## config.mk

```make
export PLATFORM = sky130hd
export DESIGN_NAME = fifo_ptr_mc
export DESIGN_NICKNAME = d
export VERILOG_FILES = /design/src/rtl/fifo_ptr_mc.sv
export SDC_FILE = /design/constraint.sdc
export NUM_CORES = 2
export LEC_CHECK = 0
export ABC_AREA = 0
export CAP_MARGIN = 5
export CELL_PAD_IN_SITES_DETAIL_PLACEMENT = 1
export CELL_PAD_IN_SITES_GLOBAL_PLACEMENT = 2
export CORE_MARGIN = 2
export CORE_UTILIZATION = 35
export CTS_CLUSTER_DIAMETER = 200
export CTS_CLUSTER_SIZE = 14
export DETAILED_ROUTE_END_ITERATION = 8
export PLACE_DENSITY_LB_ADDON = 0.08
export SLEW_MARGIN = 20
export SYNTH_ARGS = -nofsm -noshare
export SYNTH_HDL_FRONTEND = slang
export SYNTH_SLANG_ARGS = --single-unit
export TNS_END_PERCENT = 100
```

## constraint.sdc

```tcl
create_clock -name clk -period 5.1 [get_ports clk]
set_input_delay 1.02 -clock clk [delete_from_list [all_inputs] [get_ports clk]]
set_output_delay 1.02 -clock clk [all_outputs]
set_load 0.1 [all_outputs]
```

## src/rtl/fifo_ptr_mc.sv

```systemverilog
// C independent N-deep FIFOs sharing one flop array, with a per-channel speculative
// read pointer (commit/replay) and per-channel flush. All status outputs are registered.
module fifo_ptr_mc #(
    parameter int W          = 32,
    parameter int N          = 16,
    parameter int C          = 4,
    parameter int HAS_REPLAY = 0,
    parameter int HAS_FLUSH  = 0,
    parameter int IDW        = (C > 1) ? $clog2(C) : 1
) (
    input  logic           clk,
    input  logic           rst,
    input  logic           push,
    input  logic [IDW-1:0] push_id,
    input  logic [W-1:0]   push_data,
    input  logic           pop,
    input  logic [IDW-1:0] pop_id,
    output logic           pop_vld_r,
    output logic [W-1:0]   pop_data_r,
    input  logic           commit,
    input  logic [IDW-1:0] commit_id,
    input  logic           replay,
    input  logic [IDW-1:0] replay_id,
    input  logic [C-1:0]   flush,
    output logic [C-1:0]   empty_r,
    output logic [C-1:0]   full_r,
    output logic           err_r
);

    localparam int PTR = $clog2(N) + 1;
    localparam int AW  = PTR - 1;

    typedef logic [PTR-1:0] ptr_t;

    logic [W-1:0] mem [C][N];

    ptr_t wptr_reg      [C];
    ptr_t arch_rptr_reg [C];
    ptr_t spec_rptr_reg [C];
    ptr_t wptr_next     [C];
    ptr_t arch_rptr_next[C];
    ptr_t spec_rptr_next[C];
    ptr_t arch_inc      [C];
    ptr_t spec_adv      [C];

    logic [C-1:0] flush_eff;
    logic [C-1:0] push_hit;
    logic [C-1:0] pop_hit;
    logic [C-1:0] commit_hit;
    logic [C-1:0] replay_hit;
    logic [C-1:0] empty_next;
    logic [C-1:0] full_next;

    logic replay_en;
    logic commit_en;
    logic push_id_ok;
    logic pop_id_ok;
    logic commit_id_ok;
    logic replay_id_ok;
    logic push_flushed;
    logic pop_blocked;
    logic commit_flushed;
    logic push_ok;
    logic pop_ok;
    logic commit_ok;
    logic push_err;
    logic pop_err;
    logic commit_err;

    assign flush_eff = (HAS_FLUSH != 0) ? flush : '0;
    assign replay_en = (HAS_REPLAY != 0) && replay;
    assign commit_en = (HAS_REPLAY != 0) && commit;

    assign push_id_ok   = 32'(push_id) < C;
    assign pop_id_ok    = 32'(pop_id) < C;
    assign commit_id_ok = 32'(commit_id) < C;
    assign replay_id_ok = 32'(replay_id) < C;

    // Flush and a same-channel replay silently swallow requests; only real blockages raise err_r.
    assign push_flushed   = push_id_ok && flush_eff[push_id];
    assign pop_blocked    = pop_id_ok && (flush_eff[pop_id] || (replay_en && replay_id == pop_id));
    assign commit_flushed = commit_id_ok && flush_eff[commit_id];

    assign push_ok   = push && push_id_ok && !push_flushed && !full_r[push_id];
    assign pop_ok    = pop && pop_id_ok && !pop_blocked && !empty_r[pop_id];
    assign commit_ok = commit_en && commit_id_ok && !commit_flushed
                    && (arch_rptr_reg[commit_id] != spec_rptr_reg[commit_id]);

    assign push_err   = push && !push_flushed && (!push_id_ok || full_r[push_id]);
    assign pop_err    = pop && !pop_blocked && (!pop_id_ok || empty_r[pop_id]);
    assign commit_err = commit_en && !commit_flushed
                     && (!commit_id_ok || (arch_rptr_reg[commit_id] == spec_rptr_reg[commit_id]));

    generate
        for (genvar gi = 0; gi < C; gi++) begin : gen_ch
            assign push_hit[gi]   = push_ok && (push_id == IDW'(gi));
            assign pop_hit[gi]    = pop_ok && (pop_id == IDW'(gi));
            assign commit_hit[gi] = commit_ok && (commit_id == IDW'(gi));
            assign replay_hit[gi] = replay_en && replay_id_ok && (replay_id == IDW'(gi));

            assign arch_inc[gi] = arch_rptr_reg[gi] + ptr_t'(commit_hit[gi]);
            assign spec_adv[gi] = spec_rptr_reg[gi] + ptr_t'(pop_hit[gi]);

            assign wptr_next[gi] = flush_eff[gi] ? '0 : wptr_reg[gi] + ptr_t'(push_hit[gi]);
            // Without replay the architectural pointer simply tracks the read pointer.
            assign arch_rptr_next[gi] = flush_eff[gi] ? '0 :
                                        (HAS_REPLAY != 0) ? arch_inc[gi] : spec_adv[gi];
            // Replay lands on the post-commit arch pointer so a same-cycle commit stays retired.
            assign spec_rptr_next[gi] = flush_eff[gi] ? '0 :
                                        replay_hit[gi] ? arch_inc[gi] : spec_adv[gi];

            assign empty_next[gi] = spec_rptr_next[gi] == wptr_next[gi];
            assign full_next[gi]  = (wptr_next[gi] ^ arch_rptr_next[gi]) == {1'b1, {AW{1'b0}}};
        end
    endgenerate

    always_ff @(posedge clk) begin
        if (push_ok) begin
            mem[push_id][wptr_reg[push_id][AW-1:0]] <= push_data;
        end
    end

    always_ff @(posedge clk) begin
        if (rst) begin
            for (int c = 0; c < C; c++) begin
                wptr_reg[c]      <= '0;
                arch_rptr_reg[c] <= '0;
                spec_rptr_reg[c] <= '0;
            end
            empty_r    <= '1;
            full_r     <= '0;
            pop_vld_r  <= 1'b0;
            pop_data_r <= '0;
            err_r      <= 1'b0;
        end else begin
            for (int c = 0; c < C; c++) begin
                wptr_reg[c]      <= wptr_next[c];
                arch_rptr_reg[c] <= arch_rptr_next[c];
                spec_rptr_reg[c] <= spec_rptr_next[c];
            end
            empty_r   <= empty_next;
            full_r    <= full_next;
            pop_vld_r <= pop_ok;
            if (pop_ok) begin
                pop_data_r <= mem[pop_id][spec_rptr_reg[pop_id][AW-1:0]];
            end
            err_r <= push_err || pop_err || commit_err;
        end
    end

endmodule

```

### After elaboration in Yosys (flattened, before gate mapping)

Memories as Yosys holds them, arrays and structs flattened.
Index checks and enable logic that the tools add are counted.
Widths: inputs -> output; s select.

| operators by class | value |
|---|---|
| shift-type cells | 0 |
| order comparisons | 5 |
| $add $sub $neg | 8 |
| equality and inequality tests | 14 |
| muxes and demuxes | 26 |
| divide/modulo/power cells | 0 |
| reduce and logical (&&, ||, !) cells | 22 |
| multiply operators | 0 |
| bitwise logic cells | 14 |

Operators with widths:

| kind | count |
|---|---|
| $mux 512 | 1 |
| $bmux 32 s4 | 1 |
| $demux 32 s4 | 1 |
| $mux 32 | 3 |
| $add 5x1->5 | 8 |
| $mux 5 | 8 |
| $eq 5x5->1 | 4 |
| $eq 5x5->1 const B | 4 |
| $xor 5x5->5 | 4 |
| $logic_and 1x1->1 | 15 |
| $ge 5x5->1 const B | 2 |
| $not 4->5 | 2 |
| $bmux 1 s2 | 4 |
| $eq 2x2->1 const B | 4 |
| $mux 1 | 8 |
| $or 1x1->1 | 8 |
| $lt 2x3->1 const B | 2 |
| $lt 5x1->1 const B | 1 |
| $eq 2x1->1 const B | 2 |
| $logic_not 1->1 | 4 |
| $logic_not 2->1 | 2 |
| $logic_or 1x1->1 | 1 |

| word-level totals | value |
|---|---|
| bits in latches | 0 |
| memories kept | 3 |
| output and inout bits | 42 |
| register bits | 42 |
| logic and storage cells | 97 |
| bits in read-only memories | 0 |
| memory bits (writable) | 2088 |
| input port bits | 50 |

Memories:

| name | words | bits a word | rd ports | clocked after Yosys merged registers in | write ports | line | RTL |
|---|---|---|---|---|---|---|---|
| mem | 4 | 512 | 1 | 0 | 1 | 35 | `logic [W-1:0] mem [C][N];` |
| spec_rptr_reg | 4 | 5 | 5 | 0 | 4 | 39 | `ptr_t spec_rptr_reg [C];` |
| wptr_reg | 4 | 5 | 5 | 0 | 4 | 37 | `ptr_t wptr_reg [C];` |

### Depth between registers and ports, before layout

| depth | value |
|---|---|
| depth in word-level cells | 9 |
| depth in mapped cells | 12 |

### Worst setup path after synthesis

No wires, ideal clock.

| timing | value |
|---|---|
| path type | input port to flip-flop |
| start | in push_id[0] |
| end | mem mem[0][160] (netlist bit), enable pin |
| setup time | 0.421 ns |
| data arrival time | 3.831 ns |
| path buffers | 2 |
| path slack | 0.848 ns |
| stages | 7 |
| cells stage by stage | buf_2 mux4_2 nand2b_1 clkbuf_1 nor3b_2 nand2_1 nor2_1 |

| between the ends | value |
|---|---|
| cells in the longest elaborated chain, start to end | 7 |
| elaborated cells between the ends (all ways) | 17 |

Ends and longest elaborated chain:

| what | line | RTL |
|---|---|---|
| start, declared | 14 | `input logic [IDW-1:0] push_id,` |
| $mem_v2 4x5 or $bmux 1 s2 (tied branches) | -- |  |
| $not 4->5 (not written as such) or $mux 1 (tied branches) | 119, 80 |  |
| $ge 5x5->1 (not written as such) (tied with other cells) | 119 | `mem[push_id][wptr_reg[push_id][AW-1:0]] <= push_data;` |
| $logic_and 1x1->1, on equally long branches | 119, 84 |  |
| $mux 32 (not written as such) or $logic_and 1x1->1 (tied branches) | 119, 84 |  |
| $demux 32 s4 or $mux 1 (tied branches) | 119, 118 |  |
| $mux 512 (not written as such) | 119 |  |
| end, declared | 35 |  |

Parallel ways exist; a longest one is shown, timed or not. The select of a mux whose other input is x is not followed.

### Final worst setup path

| timing | value |
|---|---|
| start | in pop_id[0] |
| end | reg pop_data_r[5] |

| between the ends | value |
|---|---|
| cells in the longest elaborated chain, start to end | 5 |
| elaborated cells between the ends (all ways) | 14 |

Ends and longest elaborated chain:

| what | line | RTL |
|---|---|---|
| start, declared | 17 | `input logic [IDW-1:0] pop_id,` |
| $mem_v2 4x5 or $bmux 1 s2 (tied branches) | -- |  |
| $not 4->5 (not written as such) or $mux 1 (tied branches) | 145, 81 |  |
| $bmux 32 s4 or $logic_not 1->1 (tied branches) | 145, 85 |  |
| $mux 32 (not written as such) or $logic_and 1x1->1 (tied branches) (2 in series) | 145, 85 |  |
| end signal, assigned | 145 | `pop_data_r <= mem[pop_id][spec_rptr_reg[pop_id][AW-1:0]];` |
| end, declared | 19 | `output logic [W-1:0] pop_data_r,` |

Parallel ways exist; a longest one is shown, timed or not. The select of a mux whose other input is x is not followed.
A chain may end at the register's enable or synchronous reset.

==> impl_results.rst <==
.. list-table::
   :header-rows: 1

   * - Metric
     - Value
   * - Die Span X
     - 488 microns
   * - Crit end category
     - flip-flop
   * - Clock-pin slew on the worst setup and hold paths
     - 60 ps
   * - Power density of the placed cells
     - 356 nW/um^2
   * - Post-synthesis average cell area
     - 22.9 sq um
   * - Count of port buffers added during placement
     - 81
   * - Number of fillers in the final layout
     - 21400
   * - Crit. Startpoint
     - pop_id[0]
   * - Number of hold buffers added after CTS
     - 0
   * - Area growth from synthesis to layout
     - 13.9%
   * - Post-CTS Setup Repair Bufs
     - 0
   * - Count of boundary I/O pins
     - a little over 90
   * - Seq/Total Area, Yosys
     - 0.771
   * - Layout Nets
     - 3916
   * - Die Outline Area
     - ~240000 sq um
   * - Top FF cell, synth
     - sky130_fd_sc_hd__edfxtp_1
   * - Maximum buffer depth of the clock tree
     - 3
   * - Post-synth EDFFs
     - 2048
   * - Final number of max-transition violations
     - 0
   * - Final estimated routing congestion in global placement
     - 0.733
   * - Worst slack at placement
     - 468 ps
   * - ANT nets after route
     - 0
   * - Number of iterations in the first detailed-routing pass
     - 5
   * - Area of combinational cells with multiple inputs
     - around 18000 sq um
   * - Nature of the critical path startpoint
     - input pin
   * - Antenna violations before repair
     - 21
   * - Vias
     - 37400
   * - Cell variety after synth
     - 34
   * - Library cell with the largest summed area after synthesis
     - sky130_fd_sc_hd__edfxtp_1
   * - Routed vias/inst
     - 5.36
   * - Status
     - finished, final reports clean
   * - Accumulated negative setup slack
     - 0 ps
   * - Reported max-cap violation count
     - 0
   * - Post-synth net total
     - 3650
   * - Final hold violations
     - 0
   * - Critical Path AT
     - 4500 ps
   * - Overall die height
     - between 400 and 500 microns
   * - Synth async-reset ratio
     - 0
   * - Worst hold-check path type
     - flip-flop to flip-flop
   * - Remaining global-route overflow
     - 0
   * - Setup-violating endpoint count in the final report
     - 0
   * - Pin count of the biggest net entering global routing
     - 115
   * - CTS Buf Count
     - 170
   * - Most used standard cells in the synthesized netlist
     - sky130_fd_sc_hd__edfxtp_1 (2048), sky130_fd_sc_hd__mux4_2 (522), sky130_fd_sc_hd__mux2i_1 (349)
   * - Row cnt
     - 177
   * - Post-synthesis sequential element count
     - 2130
   * - Synth warn
     - 0
   * - Design area
     - 93200 sq um
   * - H-tree levels
     - 4
   * - Average wire per cell in the routed design
     - 32.8 microns
   * - Max rail drop VDD
     - approximately 0.28 mV
   * - Launching point of the worst reg2reg path
     - spec_rptr_reg[3][0]$_SDFF_PP0_
   * - Total detailed-routing wirelength
     - 229 mm
   * - Max Fclk
     - 266 MHz
   * - Share of post-route cells with drive strength above 1
     - 0.262
   * - Initial drt markers
     - 3246
   * - Number of global-route vias before repair
     - 40700
   * - Largest register FFs
     - a little over 2000
   * - Effective utilization at floorplan
     - 0.352
   * - Worst skew pair latency
     - 820 ps
   * - Actual transition at the worst max-transition pin
     - 1120 ps
   * - Global-route usage over all layers
     - 0.194
   * - Worst relative slew slack
     - 0.252
   * - Ranking of synthesized cells by area
     - sky130_fd_sc_hd__edfxtp_1 (75%), sky130_fd_sc_hd__mux4_2 (14%), sky130_fd_sc_hd__mux2i_1 (4.3%), sky130_fd_sc_hd__dfxtp_1 (2.0%), sky130_fd_sc_hd__a22oi_1 (0.61%)
   * - Startpoint of the most critical hold path
     - pop_data_r[23]$_SDFFE_PP0P_
   * - Tmin final
     - between 3000 and 4000 ps
   * - Unrepaired setup endpoints after global routing
     - false
   * - Placeable core region
     - 233000 sq um
   * - Final setup margin
     - about 1300 ps
   * - Clk sink count
     - 2130
   * - Share of the synthesized area in the top cell type
     - 0.751
   * - Worst Path Max Fanout
     - 30
   * - DRC violations left
     - 0
   * - Cell at the root of the clock tree
     - sky130_fd_sc_hd__clkbuf_16
   * - Most numerous cell in the Yosys netlist
     - sky130_fd_sc_hd__edfxtp_1
   * - Post-detailed-placement half-perimeter wirelength
     - 127 mm
   * - First-pass GRT wire length
     - 320 mm
   * - Leakage power
     - 0.0278 uW
   * - Placed inst area
     - between 80000 and 90000 sq um
   * - Crit Path Class
     - input pin to flip-flop
   * - Gate count of the mapped netlist
     - between 3000 and 4000
   * - Post-route fraction of the period consumed by the critical path
     - 0.736
   * - Required time of the critical path
     - 5840 ps
   * - Post-Syn Area
     - 81900 sq um
   * - Clock Skew
     - between 30 and 40 ps
   * - Number of instances resized during post-cts repair
     - 0
   * - TritonCTS clock tree
     - yes
   * - Register area
     - 63100 sq um
layout by cell type (no fill, tap or decap), drive strengths merged, types with 6 or more instances in the layout:
| cell type | synthesis | layout |
|---|---|---|
| edfxtp | 2048 | 2048 |
| mux4 | 522 | 522 |
| mux2i | 349 | 349 |
| buf | 144 | 243 |
| clkbuf | 51 | 242 |
| nor2 | 103 | 103 |
| dfxtp | 82 | 82 |
| a22oi | 67 | 67 |
| clkdlybuf4s50 | 0 | 46 |
| a32oi | 31 | 31 |
| o21ai | 31 | 31 |
| xnor2 | 25 | 25 |
| nand2 | 24 | 24 |
| xor2 | 22 | 22 |
| nor2b | 19 | 19 |
| ha | 16 | 16 |
| nand3 | 14 | 14 |
| inv | 2 | 8 |
| nand4 | 7 | 7 |
| nor3 | 6 | 6 |
logic make-up (layout without fill, tap and decap cells):
| logic type | count (synthesis) | after routing | synth area share |
|---|---|---|---|
| flip-flops | 2130 | 2130 | 0.771 |
| multiplexers | 871 | 871 | 0.186 |
| buffers and inverters | 197 | 541 | 0.0130 |
| AND/OR/NAND/NOR | 188 | 188 | 0.0106 |
| AO/OA/AOI/OAI | 135 | 135 | 0.0117 |
| XOR/XNOR | 47 | 47 | 0.00503 |
| adder cells (fa/ha/maj) | 16 | 16 | 0.00244 |
| other | 0 | 4 | 0 |
worst max-delay path, cell delays in order:
cell and delay [ps]:
sky130_fd_sc_hd__buf_8 390, sky130_fd_sc_hd__mux4_4 1060, sky130_fd_sc_hd__buf_4 410, sky130_fd_sc_hd__mux2i_1 180, sky130_fd_sc_hd__mux2i_1 630, sky130_fd_sc_hd__mux2i_1 370
sky130_fd_sc_hd__buf_4 240, sky130_fd_sc_hd__o21ai_1 90
report_power, final:
group,switching [uW],internal (uW),total (uW)
clock network,6030,6290,12300
registers,32.5,19200,19200
logic,1030,569,1600
worst paths after layout:
path | end | slack, ps | depth (start not counted)
worst min register to register | pop_data_r[23]$_SDFFE_PP0P_ | 530 | 2
worst max register to register | pop_data_r[5]$_SDFFE_PP0P_ | 1730 | 7
worst max-delay path | pop_data_r[5]$_SDFFE_PP0P_ | 1340 | 8
worst min-delay path | pop_data_r[23]$_SDFFE_PP0P_ | 530 | 2
stage by stage:
stage / utilization / power, uW / hold slack [ps] / cells
after floorplan: - / 20500 / 487 / 3584
after global placement: 0.380 / 21200 / 503 / 6721
after detailed placement: 0.380 / 21300 / 509 / 6721
after CTS: 0.401 / 33600 / 531 / 6971
after global routing: 0.401 / 34300 / 552 / 6972
final: 0.401 / 33200 / 530 / 6975
layer usage:
metal / vias up / share of wire / global-route usage
li1: 15600 / - / -
met1: 20700 / 0.43 / 0.263
met2: 834 / 0.50 / 0.328
met3: 266 / 0.045 / 0.0293
met4: 2 / 0.022 / 0.0465
met5: - / 0.000057 / 0
layout make-up:
cell class / instances / share of cell area
Sequential cell: 2130 / 0.677
Multi-Input combinational cell: 1257 / 0.195
Clock buffer: 242 / 0.0499
Tap cell: 3043 / 0.0408
Timing Repair Buffer: 289 / 0.0355
Clock inverter: 8 / 0.00103
Antenna cell: 4 / 0.000107
Inverter: 2 / 0.0000805
Power figures use the tool's default switching activity.
